--- config.mk ---
export PLATFORM = sky130hd
export DESIGN_NAME = decoder_rr_arbiter
export DESIGN_NICKNAME = d
export VERILOG_FILES = /design/src/rtl/decoder_rr_arbiter_pkg.sv /design/src/rtl/decoder_rr_arbiter_rr_priority_pick.sv /design/src/rtl/decoder_rr_arbiter.sv
export SDC_FILE = /design/constraint.sdc
export NUM_CORES = 1
export LEC_CHECK = 0
export BUFFER_PORTS_ARGS = -buffer_cell sky130_fd_sc_hd__clkbuf_2
export CAP_MARGIN = 25
export CORE_ASPECT_RATIO = 1.1
export CORE_MARGIN = 3
export CORE_UTILIZATION = 59
export DETAILED_ROUTE_END_ITERATION = 8
export PLACE_DENSITY = 0.8
export SLEW_MARGIN = 10
export SYNTH_ARGS = -nofsm -noshare
export SYNTH_HDL_FRONTEND = slang
export SYNTH_SLANG_ARGS = --single-unit
--- constraint.sdc ---
create_clock -name clk -period 3.6 [get_ports clk]
set_input_delay 0.9 -clock clk [delete_from_list [all_inputs] [get_ports clk]]
set_output_delay 0.9 -clock clk [all_outputs]
set_load 0.05 [all_outputs]
--- src/rtl/decoder_rr_arbiter_pkg.sv ---
`default_nettype none
// ----------------------------------------------------------------------------
// Module      : decoder_rr_arbiter_pkg
// Description : Shared state encoding, constants and grant decode helper.
// Revision    : 1.0 - initial release
// ----------------------------------------------------------------------------
package decoder_rr_arbiter_pkg;

  localparam int N_REQ = 8;
  localparam logic [7:0] GRANT_NONE = 8'hFF;

  typedef enum logic [1:0] {
    IDLE  = 2'd0,
    GRANT = 2'd1,
    GAP   = 2'd2
  } state_t;

  // Active-low one-hot matching the decoder: index 0 drives bit 7 low.
  function automatic logic [7:0] decode_grant_n(input logic [2:0] idx);
    return ~(8'h80 >> idx);
  endfunction

endpackage
`default_nettype wire

--- src/rtl/decoder_rr_arbiter_rr_priority_pick.sv ---
`default_nettype none
// ----------------------------------------------------------------------------
// Module      : rr_priority_pick
// Description : Round-robin winner search starting just above last_owner.
// Revision    : 1.0 - initial release
// ----------------------------------------------------------------------------
module rr_priority_pick
  import decoder_rr_arbiter_pkg::*;
(
  input  logic [N_REQ-1:0] req,
  input  logic [2:0]       last_owner,
  output logic [2:0]       winner,
  output logic             any_req
);

  logic [2:0] start;
  logic [2:0] idx;
  logic       found;

  assign any_req = |req;
  assign start   = last_owner + 3'd1;

  // The 3-bit add wraps naturally, giving the mod-8 rotation.
  always_comb begin
    winner = 3'd0;
    found  = 1'b0;
    idx    = 3'd0;
    for (int i = 0; i < N_REQ; i++) begin
      idx = start + 3'(i);
      if (!found && req[idx]) begin
        winner = idx;
        found  = 1'b1;
      end
    end
  end

endmodule
`default_nettype wire

--- src/rtl/decoder_rr_arbiter.sv ---
`default_nettype none
// ----------------------------------------------------------------------------
// Module      : decoder_rr_arbiter
// Description : Round-robin owner sequencing of a shared 3-to-8 decoder.
// Revision    : 1.0 - initial release
// ----------------------------------------------------------------------------
module decoder_rr_arbiter
  import decoder_rr_arbiter_pkg::*;
#(
  parameter int HOLD_MAX = 16,
  parameter int CNT_W    = 8
) (
  input  logic             clk,
  input  logic             reset,
  input  logic [N_REQ-1:0] req,
  input  logic             done,
  output logic             C,
  output logic             B,
  output logic             A,
  output logic             G,
  output logic [N_REQ-1:0] grant_n,
  output logic             timeout
);

  localparam logic [CNT_W-1:0] HOLD_LAST = CNT_W'(HOLD_MAX - 1);

  state_t           state_q,      state_d;
  logic [2:0]       sel_q,        sel_d;
  logic             g_q,          g_d;
  logic [7:0]       grant_n_q,    grant_n_d;
  logic             timeout_q,    timeout_d;
  logic [2:0]       last_owner_q, last_owner_d;
  logic [CNT_W-1:0] hold_cnt_q,   hold_cnt_d;

  logic [2:0] winner;
  logic       any_req;
  logic       hold_expired;

  rr_priority_pick u_pick (
    .req        (req),
    .last_owner (last_owner_q),
    .winner     (winner),
    .any_req    (any_req)
  );

  assign hold_expired = (HOLD_MAX != 0) && (hold_cnt_q == HOLD_LAST);

  always_comb begin
    state_d      = state_q;
    sel_d        = sel_q;
    g_d          = g_q;
    grant_n_d    = grant_n_q;
    timeout_d    = 1'b0;
    last_owner_d = last_owner_q;
    hold_cnt_d   = hold_cnt_q;
    case (state_q)
      IDLE, GAP: begin
        if (any_req) begin
          state_d    = GRANT;
          sel_d      = winner;
          g_d        = 1'b0;
          grant_n_d  = decode_grant_n(winner);
          hold_cnt_d = '0;
        end else begin
          state_d   = IDLE;
          g_d       = 1'b1;
          grant_n_d = GRANT_NONE;
        end
      end
      GRANT: begin
        if (!req[sel_q] || done || hold_expired) begin
          state_d      = GAP;
          g_d          = 1'b1;
          grant_n_d    = GRANT_NONE;
          last_owner_d = sel_q;
          // Owner still wants the bus and did not finish: only the hold limit fired.
          timeout_d    = req[sel_q] && !done;
        end else if (hold_cnt_q != {CNT_W{1'b1}}) begin
          hold_cnt_d = hold_cnt_q + 1'b1;
        end
      end
      default: begin
        state_d   = IDLE;
        g_d       = 1'b1;
        grant_n_d = GRANT_NONE;
      end
    endcase
  end

  always_ff @(posedge clk or posedge reset) begin
    if (reset) begin
      state_q      <= IDLE;
      sel_q        <= 3'd0;
      g_q          <= 1'b1;
      grant_n_q    <= GRANT_NONE;
      timeout_q    <= 1'b0;
      last_owner_q <= 3'd7;
      hold_cnt_q   <= '0;
    end else begin
      state_q      <= state_d;
      sel_q        <= sel_d;
      g_q          <= g_d;
      grant_n_q    <= grant_n_d;
      timeout_q    <= timeout_d;
      last_owner_q <= last_owner_d;
      hold_cnt_q   <= hold_cnt_d;
    end
  end

  assign C       = sel_q[2];
  assign B       = sel_q[1];
  assign A       = sel_q[0];
  assign G       = g_q;
  assign grant_n = grant_n_q;
  assign timeout = timeout_q;

endmodule
`default_nettype wire

==> impl_metrics.yaml <==
timing:
  hold_viol_final: 0
  rsz0062_at_grt: "no"
  setup-tns-final_ns: 0
  maxSlewViolCount: 0
  tightestPinTransition_ns: 0.9333
  finalCriticalPeriod_ns: 3.330
  skew_ns: 0.003319
  max_slew_margin: 0.3771
  max_freq_mhz: 300.3
  setup_viol_count_final: 0
  post-route-period-util: 0.9251
drt:
  wl_per_cell_um: 17.25
  routed_wl_um: 4933
  ant_nets: 0
  num_vias: 1844
  routed_via_density: 6.448
  firstDrtPassIters: 4
  drtIter0Drc: 127
  drc: 0
worst_setup_path:
  critical_path_arrival_ns: 3.53
  path_max_fanout: 9
  worst_setup_path_end_kind: "flop"
  crit_path_start_kind: "flop"
  worstSetupPathType: "flop to flop"
  startpoint: "last_owner_q[0]$_DFFE_PP1P_"
  timing.rr.start: "last_owner_q[0]$_DFFE_PP1P_"
  cp.required_ns: 3.80
synthesis:
  avgSynthCellArea_um2: 10.87
  ys.flop_type: "dfrtp_1"
  synth_edf_count: 0
  yosysUniqueCellTypes: 53
  async_flop_share: 1.000
  syn_area_mm2: 0.002316
  synth-seq-area-share: 0.2874
  synth_warnings: 0
  syn-num-nets: 227
  synthCells: 213
  ys_seq_elements: 26
grt:
  grt_pass1_vias: 1761
  grt_pass1_wl_um: 8583
  overflow: 0
  grtUsageTotal: 0.2275
  grt_max_degree: 27
  antenna_found_initial: 0
clock_tree:
  clock_sinks: 26
  htree_levels: 1
  cts_resized: 0
  holdBufCountCts: 0
  post_cts_buffers: 0
  root_buffer: "clkbuf_8"
  cts_tree: "built"
  worstSkewPairLatency_ns: 0.27
  clk_pin_slew_ns: 0.09
  numCtsBuffers: 3
  clk_path_buf_depth: 2
die:
  num_rows: 23
  die_area_mm2: 0.004714
  pin_count: 24
  design.core.area_mm2: 0.003712
  die_y_um: 71.71
  dieWidth_um: 65.74
  floorplan.initialDensity: 0.6239
worst_hold_path:
  worstHoldStart: "G$_DFFE_PP1P_"
  hold_path.class: "flop to flop"
place:
  dp_hpwl_um: 3624
  gp_congestion: 0.9517
  io_buffers: 23
run_status:
  status: "completed"
job:
  drv_cap: 0
layout:
  syn_to_final_growth_pct: 6.969
  finalNetCount: 251
  layout-drive-gt1-share: 0.3263
  antennaDiodeCount: 0
## logic make-up (layout without fill, tap and decap cells)
kind of cell / count (synthesis) / after routing / synth area share
and+or+nand+nor: 73 / 73 / 0.1772
adders and majority gates: 3 / 3 / 0.01621
buffers and inverters: 21 / 44 / 0.07672
muxes: 36 / 36 / 0.2447
xor gates and xnor gates: 9 / 9 / 0.05456
DFF: 26 / 26 / 0.2874
AOI/OAI and AO/OA: 45 / 45 / 0.1432
## cells in the mapped netlist, drive strengths merged (2+ instances only)
library cell | number | area share
nand3 | 4 | 0.011
clkbuf | 7 | 0.037
xnor3 | 2 | 0.020
nor4b | 5 | 0.024
o32ai | 2 | 0.0076
o21ai | 8 | 0.017
buf | 4 | 0.023
ha | 3 | 0.016
nor2b | 3 | 0.0081
nand4 | 4 | 0.011
nor3 | 6 | 0.013
a21oi | 8 | 0.017
o22a | 4 | 0.015
o32a | 5 | 0.022
mux4 | 13 | 0.13
nand2 | 16 | 0.026
mux2 | 9 | 0.044
nor3b | 2 | 0.0065
inv | 10 | 0.016
dfstp | 12 | 0.14
nor4 | 7 | 0.019
mux2i | 14 | 0.071
nor2 | 18 | 0.029
a31oi | 2 | 0.0054
a221oi | 2 | 0.0076
dfrtp | 14 | 0.15
nand2b | 2 | 0.0054
or3 | 2 | 0.0054
xnor2 | 6 | 0.023
a2bb2oi | 2 | 0.0076
o22ai | 3 | 0.0081
## cells in the final DEF, fill, tap and decap left out, types with 8 or more instances in the layout
master and count:
dfrtp_1 14, clkbuf_2 23, a21oi_1 8, mux2_2 9, mux4_2 11, nor2_1 18
dfstp_2 12, mux2i_1 12, inv_1 10, nand2_1 16
## metal layers
metal / share of wire / vias to the layer above / wire length [um] / global-route usage
met5: 0 / - / 0 / 0
met4: 0.014 / 0 / 68 / 0.06221
met3: 0.041 / 7 / 200 / 0.02508
met2: 0.53 / 58 / 2612 / 0.3931
met1: 0.42 / 895 / 2051 / 0.3015
li1: - / 884 / - / -
## worst paths after layout
check	cells after the start	slack, ns	end
setup / recovery	10	0.27	grant_n[5]$_DFFE_PP1P_
hold / removal	2	0.51	G$_DFFE_PP1P_
setup reg to reg	10	0.27	grant_n[5]$_DFFE_PP1P_
hold reg to reg	2	0.51	G$_DFFE_PP1P_
max in group asynchronous	2	2.23	hold_cnt_q[5]$_DFFE_PP0P_
min in group asynchronous	2	0.81	sel_q[0]$_DFFE_PP0P_
## layout make-up
type | count | area, um2
flip-flops and latches | 26 | 665.6
clock inverters | 1 | 30.03
fillers | 292 | 1235
multi-input cells | 166 | 1473
repair buffers | 30 | 167.7
clock buffers | 3 | 41.29
inverters | 10 | 37.54
well taps | 50 | 62.56
## flip-flops by register name, summed over array words and instances (netlist names)
name and count:
timeout 1, G 1, grant_n 8, sel_q 3, hold_cnt_q 8, state_q 2, last_owner_q 3
## per-stage QoR
stage                 util  instances  area, um2  setup WS (ns)  hold slack [ns]
detailed placement  0.6481        282       2406         0.3269           0.5068
floorplan                -        213       2316         0.4585           0.4871
CTS                 0.6673        286       2477         0.3222           0.5212
global route        0.6673        286       2477         0.1237           0.5312
global placement    0.6481        282       2406         0.3697           0.4927
finish              0.6673        286       2477         0.2696           0.5134
## critical path, stage by stage (launching register included)
cell and delay (ns):
dfstp_2 0.55, inv_1 0.05, ha_1 0.45, buf_4 0.27, mux4_2 0.42, nor4b_2 0.44, a21oi_1 0.08, o22ai_1 0.14
a31oi_1 0.10, or3b_4 0.46, o32a_1 0.29
Power is left out: the tool's default activity adds up to more than one toggle a clock period on the data nets, which glitch-free logic cannot reach.
